<file path="config.mk">
export PLATFORM = sky130hd
export DESIGN_NAME = rr_onehot_grant_flat
export DESIGN_NICKNAME = d
export VERILOG_FILES = /design/src/rtl/rr_onehot_grant_if.sv /design/src/rtl/rr_onehot_grant.sv /design/src/flat_wrapper.sv
export SDC_FILE = /design/constraint.sdc
export NUM_CORES = 1
export LEC_CHECK = 0
export CAP_MARGIN = 20
export CORE_MARGIN = 10
export CORE_UTILIZATION = 50
export DETAILED_ROUTE_END_ITERATION = 10
export PLACE_DENSITY = 0.77
export SLEW_MARGIN = 20
export SYNTH_ARGS = -nofsm -noshare
export SYNTH_HDL_FRONTEND = slang
export SYNTH_SLANG_ARGS = --single-unit
</file>
<file path="constraint.sdc">
create_clock -name clk -period 2.1 [get_ports clk]
set_input_delay 0.315 -clock clk [delete_from_list [all_inputs] [get_ports clk]]
set_output_delay 0.315 -clock clk [all_outputs]
set_load 0.1 [all_outputs]
</file>
<file path="src/rtl/rr_onehot_grant_if.sv">
// Request/grant bundle between four requesters and the round-robin arbiter.
// The master drives requests and release; the slave (arbiter) drives the grant outputs.
interface rr_onehot_grant_if;
  logic [3:0] i_req;
  logic       i_release;
  logic [3:0] o_grant;
  logic [1:0] o_grant_idx;
  logic       o_busy;
  logic       o_timeout;

  modport master (
    output i_req, i_release,
    input  o_grant, o_grant_idx, o_busy, o_timeout
  );

  modport slave (
    input  i_req, i_release,
    output o_grant, o_grant_idx, o_busy, o_timeout
  );
endinterface

</file>
<file path="src/rtl/rr_onehot_grant.sv">
// Four-requester round-robin arbiter with a hold limit. Grant is always zero or one-hot,
// and every grant is followed by a GAP cycle plus an IDLE cycle before the next one.
module rr_onehot_grant #(
  parameter int MAX_HOLD = 15,
  parameter int HOLD_W   = 4
) (
  input  logic             clk,
  input  logic             rst_n,
  rr_onehot_grant_if.slave bus
);

  typedef enum logic [1:0] {S_IDLE, S_GRANT, S_GAP} state_t;

  // With the timeout disabled the counter simply parks at its all-ones value.
  localparam logic [HOLD_W-1:0] CNT_LIMIT = (MAX_HOLD == 0) ? {HOLD_W{1'b1}} : HOLD_W'(MAX_HOLD);

  state_t            r_state, w_state_nxt;
  logic [1:0]        r_ptr, w_ptr_nxt;
  logic [1:0]        r_grant_idx, w_grant_idx_nxt;
  logic [HOLD_W-1:0] r_cnt, w_cnt_nxt;
  logic              r_timeout, w_timeout_nxt;
  logic              w_found;
  logic [1:0]        w_winner;

  // Rotating priority search starting at the pointer.
  always_comb begin
    w_found  = 1'b0;
    w_winner = 2'd0;
    for (int i = 0; i < 4; i++) begin
      if (!w_found && bus.i_req[r_ptr + 2'(i)]) begin
        w_found  = 1'b1;
        w_winner = r_ptr + 2'(i);
      end
    end
  end

  // NOTE: every signal gets a default before the case so no path can leave it unassigned (no latches).
  always_comb begin
    w_state_nxt     = r_state;
    w_ptr_nxt       = r_ptr;
    w_grant_idx_nxt = r_grant_idx;
    w_cnt_nxt       = r_cnt;
    w_timeout_nxt   = 1'b0;
    case (r_state)
      S_IDLE: begin
        if (w_found) begin
          w_state_nxt     = S_GRANT;
          w_grant_idx_nxt = w_winner;
          w_ptr_nxt       = w_winner + 2'd1;
          w_cnt_nxt       = HOLD_W'(1);
        end
      end
      S_GRANT: begin
        if (bus.i_release || !bus.i_req[r_grant_idx]) begin
          w_state_nxt = S_GAP;
        end else if ((MAX_HOLD != 0) && (r_cnt == CNT_LIMIT)) begin
          w_state_nxt   = S_GAP;
          w_timeout_nxt = 1'b1;
        end else if (r_cnt != CNT_LIMIT) begin
          w_cnt_nxt = r_cnt + HOLD_W'(1);
        end
      end
      S_GAP: begin
        w_state_nxt = S_IDLE;
        w_cnt_nxt   = '0;
      end
      default: w_state_nxt = S_IDLE;
    endcase
  end

  // NOTE: sequential state uses non-blocking assignments so all registers update together at the edge.
  always_ff @(posedge clk or negedge rst_n) begin
    if (!rst_n) begin
      r_state     <= S_IDLE;
      r_ptr       <= 2'd0;
      r_grant_idx <= 2'd0;
      r_cnt       <= '0;
      r_timeout   <= 1'b0;
    end else begin
      r_state     <= w_state_nxt;
      r_ptr       <= w_ptr_nxt;
      r_grant_idx <= w_grant_idx_nxt;
      r_cnt       <= w_cnt_nxt;
      r_timeout   <= w_timeout_nxt;
    end
  end

  // Outputs decode straight from registered state, so async reset clears them at once.
  assign bus.o_busy      = (r_state == S_GRANT);
  assign bus.o_grant     = bus.o_busy ? (4'b0001 << r_grant_idx) : 4'b0000;
  assign bus.o_grant_idx = bus.o_busy ? r_grant_idx : 2'd0;
  assign bus.o_timeout   = r_timeout;

endmodule

</file>
<file path="src/flat_wrapper.sv">
// flat-port wrapper written by rule: the top's interface ports become plain ports
module rr_onehot_grant_flat 
#(
  parameter int MAX_HOLD = 15,
  parameter int HOLD_W   = 4
)
  (clk, rst_n, bus_i_req, bus_i_release, bus_o_grant, bus_o_grant_idx, bus_o_busy, bus_o_timeout);
  rr_onehot_grant_if bus_i ();
  input  logic clk;
  input  logic rst_n;
  input wire logic [$bits(bus_i.i_req)-1:0] bus_i_req;
  input wire logic [$bits(bus_i.i_release)-1:0] bus_i_release;
  output wire logic [$bits(bus_i.o_grant)-1:0] bus_o_grant;
  output wire logic [$bits(bus_i.o_grant_idx)-1:0] bus_o_grant_idx;
  output wire logic [$bits(bus_i.o_busy)-1:0] bus_o_busy;
  output wire logic [$bits(bus_i.o_timeout)-1:0] bus_o_timeout;
  assign bus_i.i_req = bus_i_req;
  assign bus_i.i_release = bus_i_release;
  assign bus_o_grant = bus_i.o_grant;
  assign bus_o_grant_idx = bus_i.o_grant_idx;
  assign bus_o_busy = bus_i.o_busy;
  assign bus_o_timeout = bus_i.o_timeout;
  rr_onehot_grant #(.MAX_HOLD(MAX_HOLD), .HOLD_W(HOLD_W)) u_core (.clk(clk), .rst_n(rst_n), .bus(bus_i));
endmodule
</file>
==> results of run 1 <==
[flip-flops by register name (all words and copies together) (netlist names)]
name and count:
u_core.bus.o_timeout 1, u_core.r_cnt 4, u_core.r_grant_idx 2, u_core.r_ptr 2, u_core.r_state 2
[metal layers]
metal | track usage [%] | vias to the layer above | part of all wire (%)
met4 | 2.508 | 0 | 0
li1 | - | 357 | -
met1 | 12.20 | 342 | 42
met3 | 4.802 | 0 | 9.7
met2 | 17.35 | 18 | 48
met5 | 0 | - | 0
[per-stage QoR]
step | setup TNS [ns] | util (%) | hold WS, ns | power [mW] | cell area (um^2)
2_1_floorplan | -0.1491 | - | 0.01941 | 1.261 | 860.8
3_3_place_gp | 0 | 71.51 | 0.5557 | 1.587 | 1090
3_5_place_dp | 0 | 71.51 | 0.5613 | 1.614 | 1090
4_1_cts | 0 | 73.23 | 0.4095 | 1.760 | 1116
5_1_grt | 0 | 73.23 | 0.4138 | 1.863 | 1116
6_report | 0 | 73.23 | 0.3857 | 1.746 | 1116
[worst paths after layout]
path | depth (start not counted) | end | from
setup / recovery | 5 | bus_o_grant[2] | u_core.r_state[1]$_DFFE_PN0P_
hold / removal | 1 | u_core.r_cnt[0]$_DFFE_PN0P_ | rst_n
setup reg to reg | 5 | u_core.r_cnt[3]$_DFFE_PN0P_ | u_core.r_state[0]$_DFFE_PN0P_
hold reg to reg | 2 | u_core.r_cnt[1]$_DFFE_PN0P_ | u_core.r_cnt[1]$_DFFE_PN0P_
max in group asynchronous | 1 | u_core.r_ptr[0]$_DFFE_PN0P_ | rst_n
min in group clk | 2 | u_core.r_cnt[1]$_DFFE_PN0P_ | u_core.r_cnt[1]$_DFFE_PN0P_
[kinds of logic after synthesis]
| logic type | share of synthesized area [%] |
|---|---|
| adders and majority gates | 7.657 |
| muxes | 6.126 |
| xor gates and xnor gates | 1.072 |
| and+or+nand+nor | 27.11 |
| buffers and inverters | 2.296 |
| DFF | 33.69 |
| AOI/OAI and AO/OA | 22.05 |
[power breakdown]
| part | switching [mW] | leakage (nW) | internal, mW | total [mW] |
|---|---|---|---|---|
| registers | 0.0943 | 0.138 | 0.286 | 0.381 |
| logic | 0.735 | 0.352 | 0.491 | 1.23 |
| clock network | 0.0663 | 0.0150 | 0.0732 | 0.140 |
| total | 0.895 | 0.506 | 0.851 | 1.75 |
[area by class of cell]
| cell class | count | share of cell area, % |
|---|---|---|
| multi-input cells | 73 | 49.89 |
| flip-flops and latches | 11 | 24.66 |
| repair buffers | 16 | 19.96 |
| clock buffers | 4 | 2.354 |
| well taps | 16 | 1.794 |
| inverters | 4 | 1.345 |
[placed cells by master (no fill, tap or decap), drive strengths merged, types with 2 or more instances in the layout]
master	n
nand2	15
o21ai	4
nand2b	3
and2	4
nand3	2
nor4	2
nor2	2
inv	4
dfrtp	11
mux2i	2
nor2b	2
ha	5
buf	10
and3	2
mux2	2
clkdlybuf4s50	6
clkbuf	4
nor3b	2
a21oi	9
==> results.sh, run 1 <==
export IMPL_clk_pin_slew_ns=0.07
export IMPL_grt_pass1_vias=727
export IMPL_setup_viol=0
export IMPL_crit_type="reg -> out"
export IMPL_core_area_um2=1524
export IMPL_setup_slack_ns=0.2362
export IMPL_grt_pass1_wl_mm=3.132
export IMPL_synth_top_cell_by_area="dfrtp_1"
export IMPL_synth_area_um2=817.0
export IMPL_htree_levels=1
export IMPL_cp_num_buf_inv=2
export IMPL_clk_latency_ns=0.26
export IMPL_critPathRequiredTime_ns=1.78
export IMPL_synth_cell_types=38
export IMPL_grtUsageTotal_pct=10.53
export IMPL_path_cells="inv_2, ha_4, and2_4, nor2b_4, buf_12"
export IMPL_cts_buffer_depth=2
export IMPL_start_util_pct=53.61
export IMPL_cts_tree="built"
export IMPL_synth_top_cells_by_count="nand2_1 (15), dfrtp_1 (11), a21oi_1 (8), ha_1 (5)"
export IMPL_drtIter0Drc=16
export IMPL_ys_ff_latch=11
export IMPL_yosysMostFrequentCell="nand2_1"
export IMPL_post_cts_resized=0
export IMPL_port_buffers=14
export IMPL_cp_arrival_ns=1.55
export IMPL_async_reset_ff_share_pct=100.0
export IMPL_dr_pass1_iters=4
export IMPL_instances_no_fill=124
export IMPL_maxCapViolations=0
export IMPL_fin_worst_skew_ns=0.004463
export IMPL_clock_sinks=11
export IMPL_multi_input_area_um2=556.8
export IMPL_period_needed_ns=1.864
export IMPL_vias_per_cell=5.782
export IMPL_ir_drop_uv=1166
export IMPL_fmax_mhz=536.5
export IMPL_drc=0
export IMPL_ys_flop_type="dfrtp_1"
export IMPL_dp_cells=120
export IMPL_seq_area_um2=275.3
export IMPL_path_delay_family="flip-flops"
export IMPL_synth_top_area_share_pct=33.69
export IMPL_dpl_hpwl_mm=1.433
export IMPL_hold_path_class="in -> async"
export IMPL_antenna_found_initial=0
export IMPL_drive_above_1_share_pct=26.85
export IMPL_ctsHoldBuffers=0
export IMPL_yosysWarnings=0
export IMPL_wl_per_cell_um=14.59
export IMPL_syn_area_per_cell_um2=9.180
export IMPL_place_ws_ns=0.08709
export IMPL_row_count=14
export IMPL_postRouteAntennaNets=0
export IMPL_n_fill_cell=106
export IMPL_drv_slew=0
export IMPL_gp_congestion=0.7216
export IMPL_cts_root_buf="clkbuf_4"
export IMPL_path_max_fanout=17
export IMPL_hold_viol=0
export IMPL_post_route_period_util_pct=88.75
export IMPL_cp_start_kind="flop"
export IMPL_power_density_nw_per_um2=1565
export IMPL_rsz0062_at_grt="no"
export IMPL_die_area_um2=3651
export IMPL_grt_max_degree=18
export IMPL_cts_setup_buffers=0
export IMPL_synth_seq_area_share_pct=33.69
export IMPL_die_width_um=60.43
export IMPL_worst_path_max_delay_cell="dfrtp_1"
export IMPL_slew_limit_headroom_pct=66.79
export IMPL_synthToLayoutAreaGrowth_pct=36.60
export IMPL_numCtsBuffers=3
export IMPL_status="completed"
export IMPL_nets=121
export IMPL_synth_edf_count=0
export IMPL_syn_inst=89
export IMPL_worst_slew_pin_slew_ns=0.4967
export IMPL_yosys_top_cells_area="dfrtp_1 (34%), ha_1 (7.7%), nand2_1 (6.9%)"
export IMPL_diodes=0
export IMPL_syn_nets=101
export IMPL_crit_path_end_kind="output pin"
export IMPL_p_leak_nw=0.5057
export IMPL_die_h_um=60.43
export IMPL_overflow=0
export IMPL_num_vias=717
export IMPL_routed_wl_mm=1.809
export IMPL_worst_r2r_setup_slack_ns=0.36
export IMPL_io_pins=15
export IMPL_crit_path_max_incr_delay_ns=0.41
Note: power is estimated with default switching activity, not from simulation.
==> inputs of run 2 (changes only) <==
--- a/config.mk
+++ b/config.mk
@@ -6,10 +6,13 @@
 export NUM_CORES = 1
 export LEC_CHECK = 0
 export CAP_MARGIN = 20
+export CELL_PAD_IN_SITES_DETAIL_PLACEMENT = 1
+export CELL_PAD_IN_SITES_GLOBAL_PLACEMENT = 2
 export CORE_MARGIN = 10
-export CORE_UTILIZATION = 50
+export CORE_UTILIZATION = 30
 export DETAILED_ROUTE_END_ITERATION = 10
-export PLACE_DENSITY = 0.77
+export PLACE_DENSITY_LB_ADDON = 0.1
+export SKIP_CTS_REPAIR_TIMING = 1
 export SLEW_MARGIN = 20
 export SYNTH_ARGS = -nofsm -noshare
 export SYNTH_HDL_FRONTEND = slang
==> results.sh, run 2 (synthesis gave the netlist of run 1 again) <==
export IMPL_post_route_period_util_pct=90.67
export IMPL_cts_buffer_depth=2
export IMPL_crit_path_end_kind="output pin"
export IMPL_antenna_found_initial=0
export IMPL_seq_area_um2=275.3
export IMPL_vias_per_cell=5.299
export IMPL_die_width_um=72.19
export IMPL_clk_latency_ns=0.28
export IMPL_r2r_start="u_core.r_state[0]$_DFFE_PN0P_"
export IMPL_numCtsBuffers=3
export IMPL_power_total_mw=1.762
export IMPL_num_vias=726
export IMPL_layout_commonest_cell="nand2_1"
export IMPL_setup_slack_ns=0.1960
export IMPL_nets=120
export IMPL_synthToLayoutAreaGrowth_pct=37.83
export IMPL_die_h_um=72.19
export IMPL_hold_viol=0
export IMPL_n_fill_cell=301
export IMPL_die_area_um2=5211
export IMPL_ir_drop_uv=1046
export IMPL_cp_num_buf_inv=2
export IMPL_hold_path_class="in -> async"
export IMPL_routed_wl_mm=2.096
export IMPL_drc=0
export IMPL_clk_pin_slew_ns=0.08
export IMPL_multi_input_area_um2=556.8
export IMPL_cp_arrival_ns=1.59
export IMPL_grtUsageTotal_pct=8.232
export IMPL_grt_pass1_vias=739
export IMPL_grt_max_degree=18
export IMPL_tns_ns=0
export IMPL_fin_worst_skew_ns=0.007349
export IMPL_io_pins=15
export IMPL_largest_register_ffs=4
export IMPL_fmax_mhz=525.2
export IMPL_port_buffers=14
export IMPL_cts_root_buf="clkbuf_4"
export IMPL_htree_levels=1
export IMPL_status="completed"
export IMPL_rsz0062_at_grt="no"
export IMPL_drtIter0Drc=27
export IMPL_path_cells="inv_2, ha_4, and2_4, nor2b_4, buf_12"
export IMPL_row_count=18
export IMPL_postRouteAntennaNets=0
export IMPL_crit_type="reg -> out"
export IMPL_grt_pass1_wl_mm=3.512
export IMPL_maxCapViolations=0
export IMPL_p_leak_nw=0.5007
export IMPL_setup_viol=0
export IMPL_worst_path_max_delay_cell="dfrtp_1"
export IMPL_cp_start_kind="flop"
export IMPL_period_needed_ns=1.904
export IMPL_path_delay_family="flip-flops"
export IMPL_power_density_nw_per_um2=1564
export IMPL_wl_per_cell_um=15.30
export IMPL_dpl_hpwl_mm=1.641
export IMPL_final_cell_mix="nand2_1 (15), dfrtp_1 (11), a21oi_1 (8), buf_12 (7), clkdlybuf4s50_1 (6)"
export IMPL_diodes=0
export IMPL_cts_tree="built"
export IMPL_drive_above_1_share_pct=26.17
export IMPL_slew_limit_headroom_pct=63.90
export IMPL_start_util_pct=32.10
export IMPL_drv_slew=0
export IMPL_worst_slew_pin_slew_ns=0.5398
export IMPL_largest_register="u_core.r_cnt"
export IMPL_core_area_um2=2545
export IMPL_final_util_pct=44.25
export IMPL_path_max_fanout=17
export IMPL_dr_pass1_iters=3
export IMPL_crit_path_max_incr_delay_ns=0.42
export IMPL_crit_path_start="u_core.r_state[1]$_DFFE_PN0P_"
export IMPL_gp_congestion=0.6667
export IMPL_worst_r2r_setup_slack_ns=0.38
export IMPL_overflow=0
export IMPL_critPathRequiredTime_ns=1.78
export IMPL_place_ws_ns=0.02090
export IMPL_clock_sinks=11
-- run 2: layout make-up --
type | count | area share [%]
Inverter | 4 | 1.333
Clock buffer | 4 | 2.333
Multi-Input combinational cell | 73 | 49.44
Tap cell | 30 | 3.333
Timing Repair Buffer | 15 | 19.11
Sequential cell | 11 | 24.44
-- run 2: worst reg2reg max path, cell delays in order, from the launching register on --
cell and delay [ns]:
dfrtp_1 0.41, inv_1 0.10, ha_1 0.26, and2_1 0.18, or2_2 0.32, a221o_1 0.35
-- run 2: layer usage --
metal	share of wire (%)	track usage, %
met5	0	0
met4	1.2	2.581
met3	7.6	3.946
met2	45	12.63
met1	46	9.844
-- run 2: power by group --
group,switching [mW],internal [mW]
clock network,0.0805,0.0739
registers,0.116,0.286
logic,0.726,0.479
-- run 2: worst paths after layout --
check | to | depth (start not counted)
min in group clk | u_core.r_cnt[1]$_DFFE_PN0P_ | 2
max reg2reg | u_core.r_cnt[3]$_DFFE_PN0P_ | 5
max | bus_o_grant[2] | 5
max in group asynchronous | u_core.r_ptr[0]$_DFFE_PN0P_ | 1
min | u_core.bus.o_timeout$_DFF_PN0_ | 1
min reg2reg | u_core.r_cnt[1]$_DFFE_PN0P_ | 2
-- run 2: per-stage QoR --
stage                     instance area, um^2  hold WS, ns  instances
after CTS                                1126       0.3923        137
after floorplan                         860.8      0.01941         89
final                                    1126       0.3768        137
after global routing                     1126       0.4119        137
after global placement                   1100       0.5595        133
after detailed placement                 1100       0.5608        133
==> inputs of run 3 (changes only) <==
--- a/config.mk
+++ b/config.mk
@@ -9,7 +9,8 @@
 export CELL_PAD_IN_SITES_DETAIL_PLACEMENT = 1
 export CELL_PAD_IN_SITES_GLOBAL_PLACEMENT = 2
 export CORE_MARGIN = 10
-export CORE_UTILIZATION = 30
+export CORE_UTILIZATION = 32
+export CTS_BUF_LIST = sky130_fd_sc_hd__clkbuf_2
 export DETAILED_ROUTE_END_ITERATION = 10
 export PLACE_DENSITY_LB_ADDON = 0.1
 export SKIP_CTS_REPAIR_TIMING = 1
==> results.sh, run 3 (synthesis gave the netlist of run 1 again) <==
export IMPL_status="completed"
export IMPL_critPathRequiredTime_ns=1.78
export IMPL_vias_per_cell=5.213
export IMPL_postRouteAntennaNets=0
export IMPL_clk_latency_ns=0.26
export IMPL_setup_viol=0
export IMPL_diodes=0
export IMPL_drc=0
export IMPL_grt_max_degree=18
export IMPL_path_max_fanout=17
export IMPL_fin_hold_ws_ns=0.3717
export IMPL_drtIter0Drc=37
export IMPL_slew_limit_headroom_pct=66.21
export IMPL_grt_pass1_wl_mm=3.491
export IMPL_post_dp_cell_area_um2=1092
export IMPL_p_leak_nw=0.4980
export IMPL_grtUsageTotal_pct=8.484
export IMPL_cts_root_buf="clkbuf_2"
export IMPL_cp_start_kind="flop"
export IMPL_r2r_cells=5
export IMPL_r2r_start="u_core.r_state[0]$_DFFE_PN0P_"
export IMPL_clk_pin_slew_ns=0.11
export IMPL_worst_slew_pin_slew_ns=0.5053
export IMPL_worst_r2r_setup_slack_ns=0.38
export IMPL_fmax_mhz=532.2
export IMPL_power_total_mw=1.717
export IMPL_antenna_found_initial=0
export IMPL_final_util_pct=45.31
export IMPL_maxCapViolations=0
export IMPL_gp_congestion=0.7254
export IMPL_power_density_nw_per_um2=1544
export IMPL_port_buffers=14
export IMPL_htree_levels=1
export IMPL_final_cell_mix="nand2_1 (15), dfrtp_1 (11), a21oi_1 (8), buf_12 (7), clkdlybuf4s50_1 (6)"
export IMPL_hold_viol=0
export IMPL_synthToLayoutAreaGrowth_pct=36.14
export IMPL_io_pins=15
export IMPL_routed_wl_mm=2.042
export IMPL_drive_above_1_share_pct=26.42
export IMPL_post_route_period_util_pct=89.48
export IMPL_clock_sinks=11
export IMPL_dpl_hpwl_mm=1.653
export IMPL_post_route_cell_area_um2=1112
export IMPL_cts_buffer_depth=2
export IMPL_cts_tree="built"
export IMPL_core_area_um2=2455
export IMPL_crit_type="reg -> out"
export IMPL_cp_arrival_ns=1.56
export IMPL_rsz0062_at_grt="no"
export IMPL_num_vias=709
export IMPL_overflow=0
export IMPL_ir_drop_uv=929.6
export IMPL_place_ws_ns=0.02566
export IMPL_drv_slew=0
export IMPL_row_count=18
export IMPL_numCtsBuffers=3
export IMPL_crit_path_max_incr_delay_ns=0.42
export IMPL_dr_pass1_iters=4
export IMPL_grt_pass1_vias=719
export IMPL_n_fill_cell=281
export IMPL_hold_path_class="in -> async"
export IMPL_path_cells="inv_2, ha_4, and2_4, nor2b_4, buf_12"
export IMPL_die_h_um=70.53
export IMPL_period_needed_ns=1.879
export IMPL_worst_path_max_delay_cell="dfrtp_1"
export IMPL_start_util_pct=33.28
export IMPL_largest_register_ffs=4
export IMPL_crit_path_end_kind="output pin"
export IMPL_nets=119
export IMPL_r2r_end="u_core.r_cnt[3]$_DFFE_PN0P_"
export IMPL_fin_worst_skew_ns=0.003465
export IMPL_die_width_um=70.53
export IMPL_largest_register="u_core.r_cnt"
export IMPL_die_area_um2=4974
export IMPL_layout_commonest_cell="nand2_1"
export IMPL_wl_per_cell_um=15.01
export IMPL_setup_slack_ns=0.2208
## run 3: area by class of cell
class / count / area, um^2 / share of cell area [%]
Clock buffer: 4 / 20.02 / 1.800
Inverter: 4 / 15.01 / 1.350
Multi-Input combinational cell: 73 / 556.8 / 50.06
Sequential cell: 11 / 275.3 / 24.75
Tap cell: 30 / 37.54 / 3.375
Timing Repair Buffer: 14 / 207.7 / 18.67
## run 3: metal layers
layer  vias to the layer above  global-route usage, %  routed length (um)  share of wire, %
li1                        353                      -                   -                 -
met1                       337                  10.43                 951                47
met2                        13                  12.77                 937                46
met3                         6                  2.929                 104               5.1
met4                         0                  4.301                  48               2.4
met5                         -                      0                   0                 0
## run 3: critical path: cells and delay by family, from the launching register on
family,cells,cell delay [ns]
adders and majority gates,1,0.25
buffers and inverters,2,0.28
and+or+nand+nor,2,0.36
DFF,1,0.42
## run 3: how the worst max path moves through the flow
stage                                              from                     endpoint  slack [ns]  depth (start not counted)
after floorplan           u_core.r_state[1]$_DFFE_PN0P_               bus_o_grant[0]       -0.11                          4
final                     u_core.r_state[1]$_DFFE_PN0P_               bus_o_grant[2]        0.22                          5
after CTS                 u_core.r_state[1]$_DFFE_PN0P_               bus_o_grant[2]        0.18                          5
after global routing      u_core.r_state[1]$_DFFE_PN0P_               bus_o_grant[2]        0.10                          5
after global placement                     bus_i_req[1]  u_core.r_cnt[3]$_DFFE_PN0P_        0.07                          5
after detailed placement                   bus_i_req[0]  u_core.r_cnt[3]$_DFFE_PN0P_        0.03                          5
## run 3: through the flow
step                      TNS [ns]  cells
final                            0    136
after global routing             0    136
after CTS                        0    136
after detailed placement         0    132
after global placement           0    132
after floorplan            -0.1491     89
## run 3: power breakdown
| part | switching [mW] | leakage (nW) | total, mW | internal, mW |
|---|---|---|---|---|
| logic | 0.722 | 0.343 | 1.19 | 0.471 |
| registers | 0.114 | 0.138 | 0.399 | 0.285 |
| clock network | 0.0745 | 0.0166 | 0.125 | 0.0505 |
| total | 0.910 | 0.498 | 1.72 | 0.807 |
